$ cat config.mk
export PLATFORM = sky130hd
export DESIGN_NAME = neuron_flat
export DESIGN_NICKNAME = d
export VERILOG_FILES = /design/src/rtl/fixed_point_pkg.sv /design/src/rtl/neuron_if.sv /design/src/rtl/weight_rom.sv /design/src/rtl/neuron.sv /design/src/flat_wrapper.sv
export SDC_FILE = /design/constraint.sdc
export NUM_CORES = 1
export LEC_CHECK = 0
export ABC_CLOCK_PERIOD_IN_PS = 1080
export CORE_MARGIN = 2
export CORE_UTILIZATION = 10
export CTS_BUF_LIST = sky130_fd_sc_hd__clkbuf_8
export CTS_CLUSTER_DIAMETER = 80
export DETAILED_ROUTE_END_ITERATION = 10
export PLACE_DENSITY = 0.75
export SETUP_SLACK_MARGIN = 0.2
export SYNTH_ARGS = -nofsm -noshare
export SYNTH_HDL_FRONTEND = slang
export SYNTH_SLANG_ARGS = --single-unit
$ cat constraint.sdc
create_clock -name clock -period 1.08 [get_ports clock]
set_input_delay 0.324 -clock clock [delete_from_list [all_inputs] [get_ports clock]]
set_output_delay 0.324 -clock clock [all_outputs]
set_load 0.03 [all_outputs]
$ cat src/rtl/fixed_point_pkg.sv
// Shared fixed-point helpers and neuron FSM state encoding.
// Helpers work on a wide signed container; callers pass the target width.
package fixed_point_pkg;

    localparam int unsigned CALC_W = 64;
    localparam logic signed [CALC_W-1:0] CALC_ONE = 1;

    typedef enum logic [1:0] {
        IDLE   = 2'd0,
        MAC    = 2'd1,
        FINISH = 2'd2
    } neuron_state_e;

    // Clamp a signed value to the range of a signed width-bit number.
    function automatic logic signed [CALC_W-1:0] saturate(
        input logic signed [CALC_W-1:0] value,
        input int unsigned              width
    );
        logic signed [CALC_W-1:0] hi;
        logic signed [CALC_W-1:0] lo;
        hi = (CALC_ONE <<< (width - 1)) - CALC_ONE;
        lo = -(CALC_ONE <<< (width - 1));
        if (value > hi) begin
            return hi;
        end
        if (value < lo) begin
            return lo;
        end
        return value;
    endfunction

    // Negative values become zero; the rest are returned in the low width bits.
    function automatic logic signed [CALC_W-1:0] relu(
        input logic signed [CALC_W-1:0] value,
        input int unsigned              width
    );
        logic signed [CALC_W-1:0] mask;
        mask = (CALC_ONE <<< width) - CALC_ONE;
        if (value < 0) begin
            return '0;
        end
        return value & mask;
    endfunction

endpackage

$ cat src/rtl/neuron_if.sv
// Start/done handshake and data bus between a layer controller and one neuron.
interface neuron_if #(
    parameter int unsigned DATA_W     = 16,
    parameter int unsigned NUM_INPUTS = 10
);

    logic                                 start;
    logic [NUM_INPUTS-1:0][DATA_W-1:0]    inputs;
    logic                                 busy;
    logic                                 done;
    logic [DATA_W-1:0]                    out;

    modport master (
        output start,
        output inputs,
        input  busy,
        input  done,
        input  out
    );

    modport slave (
        input  start,
        input  inputs,
        output busy,
        output done,
        output out
    );

endinterface

$ cat src/rtl/weight_rom.sv
// Read-only weight store with a registered output; contents come from a packed
// parameter where word k occupies bits [k*DATA_W +: DATA_W].
module weight_rom #(
    parameter int unsigned               DATA_W   = 16,
    parameter int unsigned               DEPTH    = 10,
    parameter int unsigned               ADDR_W   = 4,
    parameter logic [DEPTH*DATA_W-1:0]   CONTENTS = '0
) (
    input  logic              clock,
    input  logic              reset,
    input  logic [ADDR_W-1:0] address,
    output logic [DATA_W-1:0] out
);

    logic [DATA_W-1:0] word;

    // Address decode; unused addresses read as zero.
    always_comb begin
        word = '0;
        for (int i = 0; i < int'(DEPTH); i++) begin
            if (address == ADDR_W'(i)) begin
                word = CONTENTS[i*DATA_W +: DATA_W];
            end
        end
    end

    always_ff @(posedge clock or posedge reset) begin
        if (reset) begin
            out <= '0;
        end else begin
            out <= word;
        end
    end

endmodule

$ cat src/rtl/neuron.sv
// Single fixed-point neuron: sequential multiply-accumulate over the weight ROM,
// then bias, saturation and ReLU into a registered output with a done pulse.
module neuron
    import fixed_point_pkg::*;
#(
    parameter int unsigned INT_WIDTH  = 8,
    parameter int unsigned FRAC_WIDTH = 8,
    parameter int unsigned NUM_INPUTS = 10,
    parameter logic [NUM_INPUTS*(INT_WIDTH+FRAC_WIDTH)-1:0] WEIGHTS = '0,
    parameter int          BIAS       = 0
) (
    input  logic     clock,
    input  logic     reset,
    neuron_if.slave  bus
);

    localparam int unsigned DATA_W = INT_WIDTH + FRAC_WIDTH;
    localparam int unsigned PROD_W = 2 * DATA_W;
    localparam int unsigned ACC_W  = PROD_W + $clog2(NUM_INPUTS);
    localparam int unsigned SUM_W  = ACC_W + 1;
    localparam int unsigned CNT_W  = (NUM_INPUTS > 1) ? $clog2(NUM_INPUTS) : 1;
    localparam int unsigned STEP_W = $clog2(NUM_INPUTS + 1);

    localparam logic [CNT_W-1:0]  LAST_ADDR = CNT_W'(NUM_INPUTS - 1);
    localparam logic [STEP_W-1:0] LAST_STEP = STEP_W'(NUM_INPUTS);

    // Bias is in data format; align it to the product's doubled fraction.
    localparam logic signed [SUM_W-1:0] BIAS_ALIGNED = SUM_W'(BIAS) <<< FRAC_WIDTH;

    localparam logic [1:0] S_IDLE   = 2'(IDLE);
    localparam logic [1:0] S_MAC    = 2'(MAC);
    localparam logic [1:0] S_FINISH = 2'(FINISH);

    logic [1:0]               state;
    logic [1:0]               state_next;
    logic [CNT_W-1:0]         count;
    logic [CNT_W-1:0]         kidx;
    logic [STEP_W-1:0]        step;
    logic signed [ACC_W-1:0]  acc;
    logic [DATA_W-1:0]        weight;

    logic signed [PROD_W-1:0] prod;
    logic signed [SUM_W-1:0]  sum;
    logic signed [SUM_W-1:0]  shifted;
    logic signed [CALC_W-1:0] sat;
    logic [DATA_W-1:0]        result;

    weight_rom #(
        .DATA_W   (DATA_W),
        .DEPTH    (NUM_INPUTS),
        .ADDR_W   (CNT_W),
        .CONTENTS (WEIGHTS)
    ) u_rom (
        .clock   (clock),
        .reset   (reset),
        .address (count),
        .out     (weight)
    );

    // kidx trails count by one cycle so it names the input matching the ROM output.
    assign prod    = $signed(bus.inputs[kidx]) * $signed(weight);
    assign sum     = SUM_W'(acc) + BIAS_ALIGNED;
    assign shifted = sum >>> FRAC_WIDTH;
    assign sat     = saturate(CALC_W'(shifted), DATA_W);
    assign result  = DATA_W'(relu(sat, DATA_W));

    always_comb begin
        state_next = state;
        case (state)
            S_IDLE: begin
                if (bus.start) begin
                    state_next = S_MAC;
                end
            end
            S_MAC: begin
                if (step == LAST_STEP) begin
                    state_next = S_FINISH;
                end
            end
            S_FINISH: begin
                state_next = S_IDLE;
            end
            default: begin
                state_next = S_IDLE;
            end
        endcase
    end

    // Step 0 only primes the ROM; steps 1..NUM_INPUTS each accumulate one product.
    always_ff @(posedge clock or posedge reset) begin
        if (reset) begin
            state    <= S_IDLE;
            count    <= '0;
            kidx     <= '0;
            step     <= '0;
            acc      <= '0;
            bus.busy <= 1'b0;
            bus.done <= 1'b0;
            bus.out  <= '0;
        end else begin
            state    <= state_next;
            kidx     <= count;
            bus.busy <= (state_next != S_IDLE);
            bus.done <= (state == S_FINISH);
            case (state)
                S_IDLE: begin
                    if (bus.start) begin
                        acc   <= '0;
                        count <= '0;
                        step  <= '0;
                    end
                end
                S_MAC: begin
                    step <= step + STEP_W'(1);
                    if (count != LAST_ADDR) begin
                        count <= count + CNT_W'(1);
                    end
                    if (step != '0) begin
                        acc <= acc + ACC_W'(prod);
                    end
                end
                S_FINISH: begin
                    bus.out <= result;
                end
                default: begin
                end
            endcase
        end
    end

endmodule

$ cat src/flat_wrapper.sv
// flat-port wrapper written by rule: the top's interface ports become plain ports
module neuron_flat import fixed_point_pkg::*;
#(
    parameter int unsigned INT_WIDTH  = 8,
    parameter int unsigned FRAC_WIDTH = 8,
    parameter int unsigned NUM_INPUTS = 10,
    parameter logic [NUM_INPUTS*(INT_WIDTH+FRAC_WIDTH)-1:0] WEIGHTS = '0,
    parameter int          BIAS       = 0
)
  (clock, reset, bus_start, bus_inputs, bus_busy, bus_done, bus_out);
  neuron_if #(.DATA_W((16)), .NUM_INPUTS(NUM_INPUTS)) bus_i ();
  input  logic clock;
  input  logic reset;
  input wire logic [$bits(bus_i.start)-1:0] bus_start;
  input wire logic [$bits(bus_i.inputs)-1:0] bus_inputs;
  output wire logic [$bits(bus_i.busy)-1:0] bus_busy;
  output wire logic [$bits(bus_i.done)-1:0] bus_done;
  output wire logic [$bits(bus_i.out)-1:0] bus_out;
  assign bus_i.start = bus_start;
  assign bus_i.inputs = bus_inputs;
  assign bus_busy = bus_i.busy;
  assign bus_done = bus_i.done;
  assign bus_out = bus_i.out;
  neuron #(.INT_WIDTH(INT_WIDTH), .FRAC_WIDTH(FRAC_WIDTH), .NUM_INPUTS(NUM_INPUTS), .WEIGHTS(WEIGHTS), .BIAS(BIAS)) u_core (.clock(clock), .reset(reset), .bus(bus_i));
endmodule
==> impl_metrics.tcl <==
set metrics [dict create \
    startpoint "u_core.step[1]" \
    grt_max_degree 9 \
    worst_setup_path_start_kind "flip-flop" \
    outcome "finished with violations" \
    setup_viol 5 \
    worst_r2r_endpoint "u_core.step[2]" \
    skew_ps 2.23 \
    slew_violations 0 \
    r2r_setup_slack_ps -40 \
    detail_route.wl_per_cell_um 8.29 \
    fin_crit_sh_pct 103 \
    grt_pass1_wl_um 1410 \
    finalHoldViolations 0 \
    worstSkewPairLatency_ps 230 \
    viasPerCell 2.83 \
    wl_um 945 \
    n_fill_cell 488 \
    ff_latch_area_um2 201 \
    portBuffers 4 \
    ys.flop_type "dfrtp_1" \
    cts_tree "built" \
    hold_class "in2async" \
    synthTopCellsByArea "dfrtp_1, buf_4, ha_1, nand2_1, inv_1" \
    final_nets 229 \
    clockBufferDepth 2 \
    period_needed_ps 1120 \
    synth_cells 48 \
    die_area_um2 5220 \
    crit_path_end_kind "flip-flop" \
    antenna_cells 0 \
    power_mw 1.79 \
    violations "negative setup slack" \
    num_vias 323 \
    root_buffer "clkbuf_8" \
    ys_types 17 \
    worstPathMaxFanout 2 \
    criticalPathCategory "reg2reg" \
    antenna_found_initial 0 \
    cap_violations 0 \
    dpl.cell_count 106 \
    synth-simple-area-share_pct 11.6 \
    synth_top_area_share_pct 43.0 \
    p_leak_nw 0.322 \
    rows 24 \
    fmax_ghz 0.895 \
    grt_overflow 0 \
    synth_xor_area_share_pct 0 \
    finalNonFillerCells 114 \
    cts_inserted_buffers 3 \
    reg2regPathDepth 3 \
    htree_levels 1 \
    grt_usage_pct 3.91 \
    core_area_um2 4410 \
    avgSynthCellArea_um2 9.70 \
    vdd_ir_drop_max_uv 1060 \
    drc 0 \
    fp.dieW_um 72.2 \
    critPathArrivalTime_ps 1240 \
    detail-route-antenna-nets 0 \
    grt_pass1_vias 298 \
    multi_input_area_um2 263 \
    firstDrtPassIters 5 \
    ys_seq_elements 8 \
    synth.most_common_cell "buf_4" \
    async_reset_ff_share_pct 100 \
    gp_congestion 0.782 \
    yosys_warnings 0 \
    start_util_pct 10.5 \
    io_pins 181 \
    synthTopCellsByCount "buf_4, dfrtp_1, nand2_1" \
    worst_slack_ps -37.4 \
    rsz0062_at_grt "true" \
    required_ps 1200 \
    synth_fa_ha_area_share_pct 5.38 \
    drive_gt1_share_pct 41.9 \
    synth_top_family_by_area "buffers and inverters" \
    power-per-cell-area_nw_per_um2 2540 \
    synth_mux_area_share_pct 2.42 \
    seq_area_frac_synth_pct 43.0 \
    synth_edf_count 0 \
    synth_area_um2 465 \
    synth_compound_area_share_pct 8.60 \
    drt_iter0_markers 6 \
    hpwlAfterDp_um 511 \
    synth_top_area_cell "dfrtp_1" \
    r2r_start "u_core.step[1]" \
    cts.sinks 8 \
    die_h_um 72.2 \
    area_growth_pct 51.9 \
    clkTransAtPathRegs_ps 40 \
]
## final cells by class
cell class	instances	share of cell area, %
sequential	8	28.5
inverter	3	1.95
multi-input combinational	36	37.2
tap	52	9.20
timing repair buffer	12	17.3
clock buffer	3	5.84
## power by group
group          total (mW)  internal [mW]  switching, mW
Combinational       0.900          0.459          0.440
Clock               0.367          0.242          0.125
Sequential          0.526          0.413          0.114
Total                1.79           1.11          0.679
## stage by stage
step	worst slack (ps)	utilization, %	area [um2]	setup TNS, ps	hold WS [ps]
global placement	-219	12.5	553	-1010	517
floorplan	-53.8	-	526	-53.8	140
global route	-73.8	16.0	707	-264	402
finish	-37.4	16.0	707	-118	340
detailed placement	-214	12.5	553	-961	526
CTS	-45.3	15.2	669	-149	348
## timing repair
item	CTS	global route
hold buffers	0	0
gates resized for setup	14	6
setup endpoints to repair	9	10
buffers inserted	3	2
cloned	0	0
pin swaps	6	3
## layer usage
layer | GRT usage, % | routed length (um) | vias up
met2 | 5.81 | 474 | 17
met4 | 3.77 | 31 | 0
met1 | 3.73 | 354 | 149
met5 | 0 | 0 | -
li1 | - | - | 152
met3 | 2.22 | 86 | 5
## cell usage in the layout, fill, tap and decap left out, types with 2 or more instances in the layout
master     n
conb_1    16
dfrtp_1    7
nand2_1    3
buf_4      7
clkbuf_8   3
inv_1      2
nand3_1    2
buf_12     2
## critical path: stages, from the launching register on
cell and delay (ps):
dfrtp_1 340, ha_2 170, mux2_2 320, a22o_1 170
## worst max path at each step
| stage | to |
|---|---|
| finish | u_core.step[2] |
| global placement | u_core.step[3] |
| detailed placement | u_core.step[3] |
| floorplan | u_core.step[2] |
| global route | u_core.state[0] |
| CTS | u_core.step[2] |
## logic make-up (layout without fill, tap and decap cells)
| logic type | count (synthesis) | after routing |
|---|---|---|
| buffers and inverters | 19 | 18 |
| other | 1 | 16 |
| AOI/OAI and AO/OA | 6 | 6 |
| adders and majority gates | 2 | 2 |
| muxes | 1 | 1 |
| DFF | 8 | 8 |
| and+or+nand+nor | 11 | 11 |
## flip-flops by register name, summed over array words and instances, names as in the netlist
register and cells:
u_core.step 4, u_core.state 2, u_core.bus.busy 1, u_core.bus.done 1
Power figures use the tool's default switching activity.
